<file path="src/rtl/oam_dma_pkg.sv">
// Shared types and register addresses for the sprite DMA engine.
// Build option: OAM_DMA_ALIGN_EN adds the odd-cycle ALIGN state.
package oam_dma_pkg;

  localparam int ADDR_W = 16;
  localparam int DATA_W = 8;
  localparam int CNT_W  = 8;

  localparam logic [ADDR_W-1:0] REG_OAMDMA  = 16'h4014;
  localparam logic [ADDR_W-1:0] REG_OAMDATA = 16'h2004;

  typedef enum logic [2:0] {
    DMA_IDLE,
    DMA_HALT,
    DMA_ALIGN,
    DMA_READ,
    DMA_WRITE
  } dma_state_t;

  function automatic logic is_hit(
    input logic              we,
    input logic [ADDR_W-1:0] addr,
    input logic [ADDR_W-1:0] match
  );
    return we && (addr == match);
  endfunction

endpackage

</file>
<file path="src/rtl/oam_dma.sv">
// Sprite DMA: halts the CPU and copies one 256-byte page to OAMDATA.
// Build option: OAM_DMA_ALIGN_EN enables parity-based ALIGN cycle.
module oam_dma
  import oam_dma_pkg::*;
#(
  parameter int                ADDR_N  = ADDR_W,
  parameter int                DATA_N  = DATA_W,
  parameter logic [ADDR_N-1:0] REG_DMA = REG_OAMDMA,
  parameter logic [ADDR_N-1:0] REG_OAM = REG_OAMDATA
) (
  input  logic              clk,
  input  logic              reset,
  input  logic [ADDR_N-1:0] cpu_addr,
  input  logic [DATA_N-1:0] cpu_data,
  input  logic              cpu_we,
  output logic              cpu_rdy,
  output logic              bus_req,
  output logic [ADDR_N-1:0] bus_addr,
  output logic              bus_we,
  output logic [DATA_N-1:0] bus_dout,
  input  logic [DATA_N-1:0] bus_din,
  output logic              busy
);

  dma_state_t        state_q, state_d;
  logic [DATA_N-1:0] page_q, page_d;
  logic [CNT_W-1:0]  cnt_q, cnt_d;
  logic [DATA_N-1:0] data_q, data_d;
  logic              trig;
  logic              go_align;
  logic [ADDR_N-1:0] src_addr;

  assign trig     = is_hit(cpu_we, cpu_addr, REG_DMA);
  assign src_addr = ADDR_N'({page_q, cnt_q});

`ifdef OAM_DMA_ALIGN_EN
  logic parity_q, parity_d;

  assign parity_d = ~parity_q;
  assign go_align = parity_q;

  always_ff @(posedge clk) begin
    if (reset) parity_q <= 1'b0;
    else       parity_q <= parity_d;
  end
`else
  assign go_align = 1'b0;
`endif

  always_ff @(posedge clk) begin
    if (reset) begin
      state_q <= DMA_IDLE;
      page_q  <= '0;
      cnt_q   <= '0;
      data_q  <= '0;
    end else begin
      state_q <= state_d;
      page_q  <= page_d;
      cnt_q   <= cnt_d;
      data_q  <= data_d;
    end
  end

  always_comb begin
    state_d = state_q;
    page_d  = page_q;
    cnt_d   = cnt_q;
    data_d  = data_q;
    unique case (state_q)
      DMA_IDLE: begin
        if (trig) begin
          page_d  = cpu_data;
          cnt_d   = '0;
          state_d = DMA_HALT;
        end
      end
      // CPU cannot stop on a write cycle; wait for its first read
      DMA_HALT: begin
        if (!cpu_we)
          state_d = go_align ? DMA_ALIGN : DMA_READ;
      end
      DMA_ALIGN: state_d = DMA_READ;
      DMA_READ: begin
        data_d  = bus_din;
        state_d = DMA_WRITE;
      end
      DMA_WRITE: begin
        cnt_d   = cnt_q + 1'b1;
        state_d = (cnt_q == '1) ? DMA_IDLE : DMA_READ;
      end
      default: state_d = DMA_IDLE;
    endcase
  end

  always_comb begin
    cpu_rdy  = (state_q == DMA_IDLE);
    busy     = !cpu_rdy;
    bus_req  = 1'b0;
    bus_we   = 1'b0;
    bus_addr = '0;
    bus_dout = '0;
    unique case (state_q)
      DMA_ALIGN, DMA_READ: begin
        bus_req  = 1'b1;
        bus_addr = src_addr;
      end
      DMA_WRITE: begin
        bus_req  = 1'b1;
        bus_we   = 1'b1;
        bus_addr = REG_OAM;
        bus_dout = data_q;
      end
      default: ;
    endcase
  end

endmodule

</file>
<file path="config.mk">
export PLATFORM = sky130hd
export DESIGN_NAME = oam_dma
export DESIGN_NICKNAME = d
export VERILOG_FILES = /design/src/rtl/oam_dma_pkg.sv /design/src/rtl/oam_dma.sv
export SDC_FILE = /design/constraint.sdc
export NUM_CORES = 1
export LEC_CHECK = 0
export CAP_MARGIN = 15
export CORE_MARGIN = 1.5
export CORE_UTILIZATION = 45
export CTS_CLUSTER_SIZE = 12
export DETAILED_ROUTE_END_ITERATION = 8
export HOLD_SLACK_MARGIN = 0.02
export PLACE_DENSITY = 0.93
export REMOVE_ABC_BUFFERS = 1
export SETUP_SLACK_MARGIN = 0.4
export SYNTH_ARGS = -nofsm -noshare
export SYNTH_HDL_FRONTEND = slang
export SYNTH_SLANG_ARGS = --single-unit
</file>
<file path="constraint.sdc">
create_clock -name clk -period 3.8 [get_ports clk]
set_input_delay 0.76 -clock clk [delete_from_list [all_inputs] [get_ports clk]]
set_output_delay 0.76 -clock clk [all_outputs]
set_load 0.1 [all_outputs]
</file>
==> results_tabular.tex <==
\begin{tabular}{lr}
\hline
Metric & Value \\
\hline
\multicolumn{2}{l}{\textbf{Placement}} \\
\quad RD Place Congestion & 0.7210 \\
\quad Detail Placement HPWL & 2.532 mm \\
\quad Port buffer count & 62 \\
\quad Total cell area at the placement stage & 0.002022 mm² \\
\multicolumn{2}{l}{\textbf{Floorplanning}} \\
\quad FP Rows & 20 \\
\quad Die Wd & 60.01 µm \\
\quad Core Region & 0.003078 mm² \\
\quad Starting Density & 0.4752 \\
\quad Area of the die & 0.003601 mm² \\
\quad Number of top-level design ports & 63 \\
\quad Die Ht & 60.01 µm \\
\multicolumn{2}{l}{\textbf{Clocking}} \\
\quad Setup bufs post-CTS & 0 \\
\quad Cts repair resizes & 0 \\
\quad Number of buffers created by CTS & 3 \\
\quad Number of clock sinks & 27 \\
\quad CTS clock-pin slew for the worst setup and hold paths & 140 ps \\
\quad Root buf cell & clkbuf\_4 \\
\quad Hold-fix buffer count after cts & 0 \\
\quad Clock tree from TritonCTS & done \\
\quad H-tree levels & 1 \\
\quad Number of buffers on the longest clock path & 2 \\
\quad Source-to-sink clock delay at the later pin of the worst-skew pair & 320 ps \\
\multicolumn{2}{l}{\textbf{Detailed routing}} \\
\quad Number of vias per cell & 5.427 \\
\quad Final antenna-violating net count & 0 \\
\quad Wire length per cell & 11.94 µm \\
\quad Initial detailed-routing violation count & 104 \\
\quad Count of TritonRoute iterations in the first routing pass & 4 \\
\quad Total DRC errors in the routed layout & 0 \\
\quad Post-detailed-routing wire length & 3.414 mm \\
\quad Via Count & 1,552 \\
\multicolumn{2}{l}{\textbf{Setup path}} \\
\quad Kind of end point of the critical path & output port \\
\quad WP data required & 3040 ps \\
\quad Critical path arrival & 2060 ps \\
\quad Setup Crit Path Kind & reg -> out \\
\quad Setup crit start kind & flip-flop \\
\quad Highest net fanout along the worst path & 15 \\
\multicolumn{2}{l}{\textbf{Finish}} \\
\quad Final instance area & 0.002049 mm² \\
\quad Area Overhead vs Synth & 40.12\% \\
\quad Antenna diode count & 0 \\
\quad Area used by sequential logic in the layout & 540.5 µm² \\
\quad Fraction of final layout cells with drive strength greater than 1 & 0.1736 \\
\quad Total number of nets in the final design & 279 \\
\quad Total of fill cells in the finished design & 272 \\
\quad Area of combinational cells with multiple inputs & 849.6 µm² \\
\multicolumn{2}{l}{\textbf{Yosys}} \\
\quad Count leader, synth & dfxtp\_1 \\
\quad Ranking of synthesized cells by area & dfxtp\_1, and2\_1, a21oi\_1, nand2\_1, nand4\_1 \\
\quad Number of synthesized flops with an enable pin & 0 \\
\quad Mux contribution to synthesized area & 0.007699 \\
\quad Number of synthesized register bits & 27 \\
\quad Unique masters post-synth & 31 \\
\quad Area leader, netlist & dfxtp\_1 \\
\quad Commonest cells in the netlist & dfxtp\_1, a21oi\_1, and2\_1 \\
\quad Synthesized area per cell & 7.739 µm² \\
\quad Number of standard cells after synthesis & 189 \\
\quad Share of the synthesized area in compound gates (AO/OA/AOI/OAI) & 0.1565 \\
\quad Fraction of the mapped netlist area in simple logic gates & 0.4021 \\
\quad Most common flop cell mapped by yosys & dfxtp\_1 \\
\quad Seq/Total Area, Yosys & 0.3695 \\
\quad Dominant combinational cell family by area after synthesis & simple AND/OR/NAND/NOR gates \\
\quad Asr flop ratio synth & 0 \\
\quad Warning count from the yosys run & 0 \\
\quad Area share of the leading cell type in the synthesized netlist & 0.3695 \\
\quad Area share of fa/ha/maj cells after synthesis & 0.008554 \\
\quad Post-synthesis xor/xnor area fraction & 0.005988 \\
\quad Post-synth design cell area & 0.001463 mm² \\
\multicolumn{2}{l}{\textbf{Timing}} \\
\quad Final-layout worst hold slack & 462.6 ps \\
\quad Setup repair after global routing missed its margin & no \\
\quad Post-Route Setup TNS & 0 ps \\
\quad Final count of pins violating max slew & 0 \\
\quad Worst Skew & 3.160 ps \\
\quad Share of the clock period used by the worst path after layout & 0.7420 \\
\quad Final critical path time including I/O delays and setup & 2820 ps \\
\quad Achievable Freq & 0.3547 GHz \\
\quad Headroom to the max-slew limit & 0.2903 \\
\quad Count of final hold-check violations & 0 \\
\quad Worst-margin pin slew & 1061 ps \\
\quad \# setup viols final & 0 \\
\multicolumn{2}{l}{\textbf{Job}} \\
\quad Max\_cap viols & 0 \\
\multicolumn{2}{l}{\textbf{Global routing}} \\
\quad Via count of the first global-routing pass & 1,365 \\
\quad Pin count of the biggest net entering global routing & 30 \\
\quad Initial antenna violation count & 0 \\
\quad Remaining global-route overflow & 0 \\
\quad Overall track demand over capacity in global routing & 0.2032 \\
\quad First-pass GRT wire length & 5.678 mm \\
\multicolumn{2}{l}{\textbf{Power and ir drop}} \\
\quad Total power density per cell area & 222.0 mW/mm² \\
\quad Worst IR drop on VDD & 189.5 µV \\
\quad Pleak & 0.7727 nW \\
\quad Overall power after layout & 0.4550 mW \\
\multicolumn{2}{l}{\textbf{Min path}} \\
\quad Hold Path Class & reg -> reg \\
\multicolumn{2}{l}{\textbf{Status}} \\
\quad Result of the run & finished clean \\
\hline
\end{tabular}
where the power goes:
group          internal, mW  switching (mW)
Clock                0.0395          0.0848
Sequential            0.283     0.000000943
Combinational        0.0335          0.0141
layout make-up:
cell class              instances  share of cell area
multi-input cells             144              0.4145
repair buffers                 64              0.2759
flip-flops and latches         27              0.2637
well taps                      44             0.02686
clock buffers                   3             0.01099
inverters                       3            0.005494
clock inverters                 1            0.002442
kinds of logic (layout without fill, tap and decap cells):
group,count (synthesis),after routing
compound gates,41,41
xor+xnor,1,1
fa+ha+maj,1,1
buf+inv,18,71
flops,27,27
mux,1,1
simple gates,100,100
metal layers:
metal / track usage / share of wire / up-vias
li1: - / - / 776
met1: 0.2556 / 0.44 / 712
met2: 0.3494 / 0.49 / 60
met3: 0.04113 / 0.059 / 4
met4: 0.05714 / 0.0076 / 0
met5: 0 / 0 / -
placed cells by master (no fill, tap or decap), types with 5 or more instances in the layout:
cell,instances
clkdlybuf4s50_1,34
and2_1,24
nand4_1,11
nor2_1,6
dfxtp_1,27
nor3_1,5
a21oi_1,24
buf_4,30
nand3_1,12
nand2_1,19
o21ai_0,11
sequential cells by signal, indices dropped and copies added (netlist names):
register and cells:
page_q 8, cnt_q 8, data_q 8, state_q 3
critical path, cell delays in order, from the launching register on:
cell and delay, ps:
dfxtp_1 450, nor2b_1 550, buf_4 300, and2_1 150, buf_4 280
metrics by stage:
step           utilization  std cells  setup slack [ps]
2_1_floorplan            -        174             -1004
3_3_place_gp        0.6569        282              1284
3_5_place_dp        0.6569        282              1265
4_1_cts             0.6659        286             939.3
5_1_grt             0.6659        286             724.4
6_report            0.6659        286             980.3
worst paths after layout:
check                           startpoint          end  slack, ps  cells after the start
worst max-delay path            state_q[1]  bus_addr[6]        980                      4
worst min-delay path             data_q[5]    data_q[5]        460                      2
worst max register to register  state_q[1]    data_q[7]       1900                      5
worst min register to register   data_q[5]    data_q[5]        460                      2
Note: power is estimated with default switching activity, not from simulation.
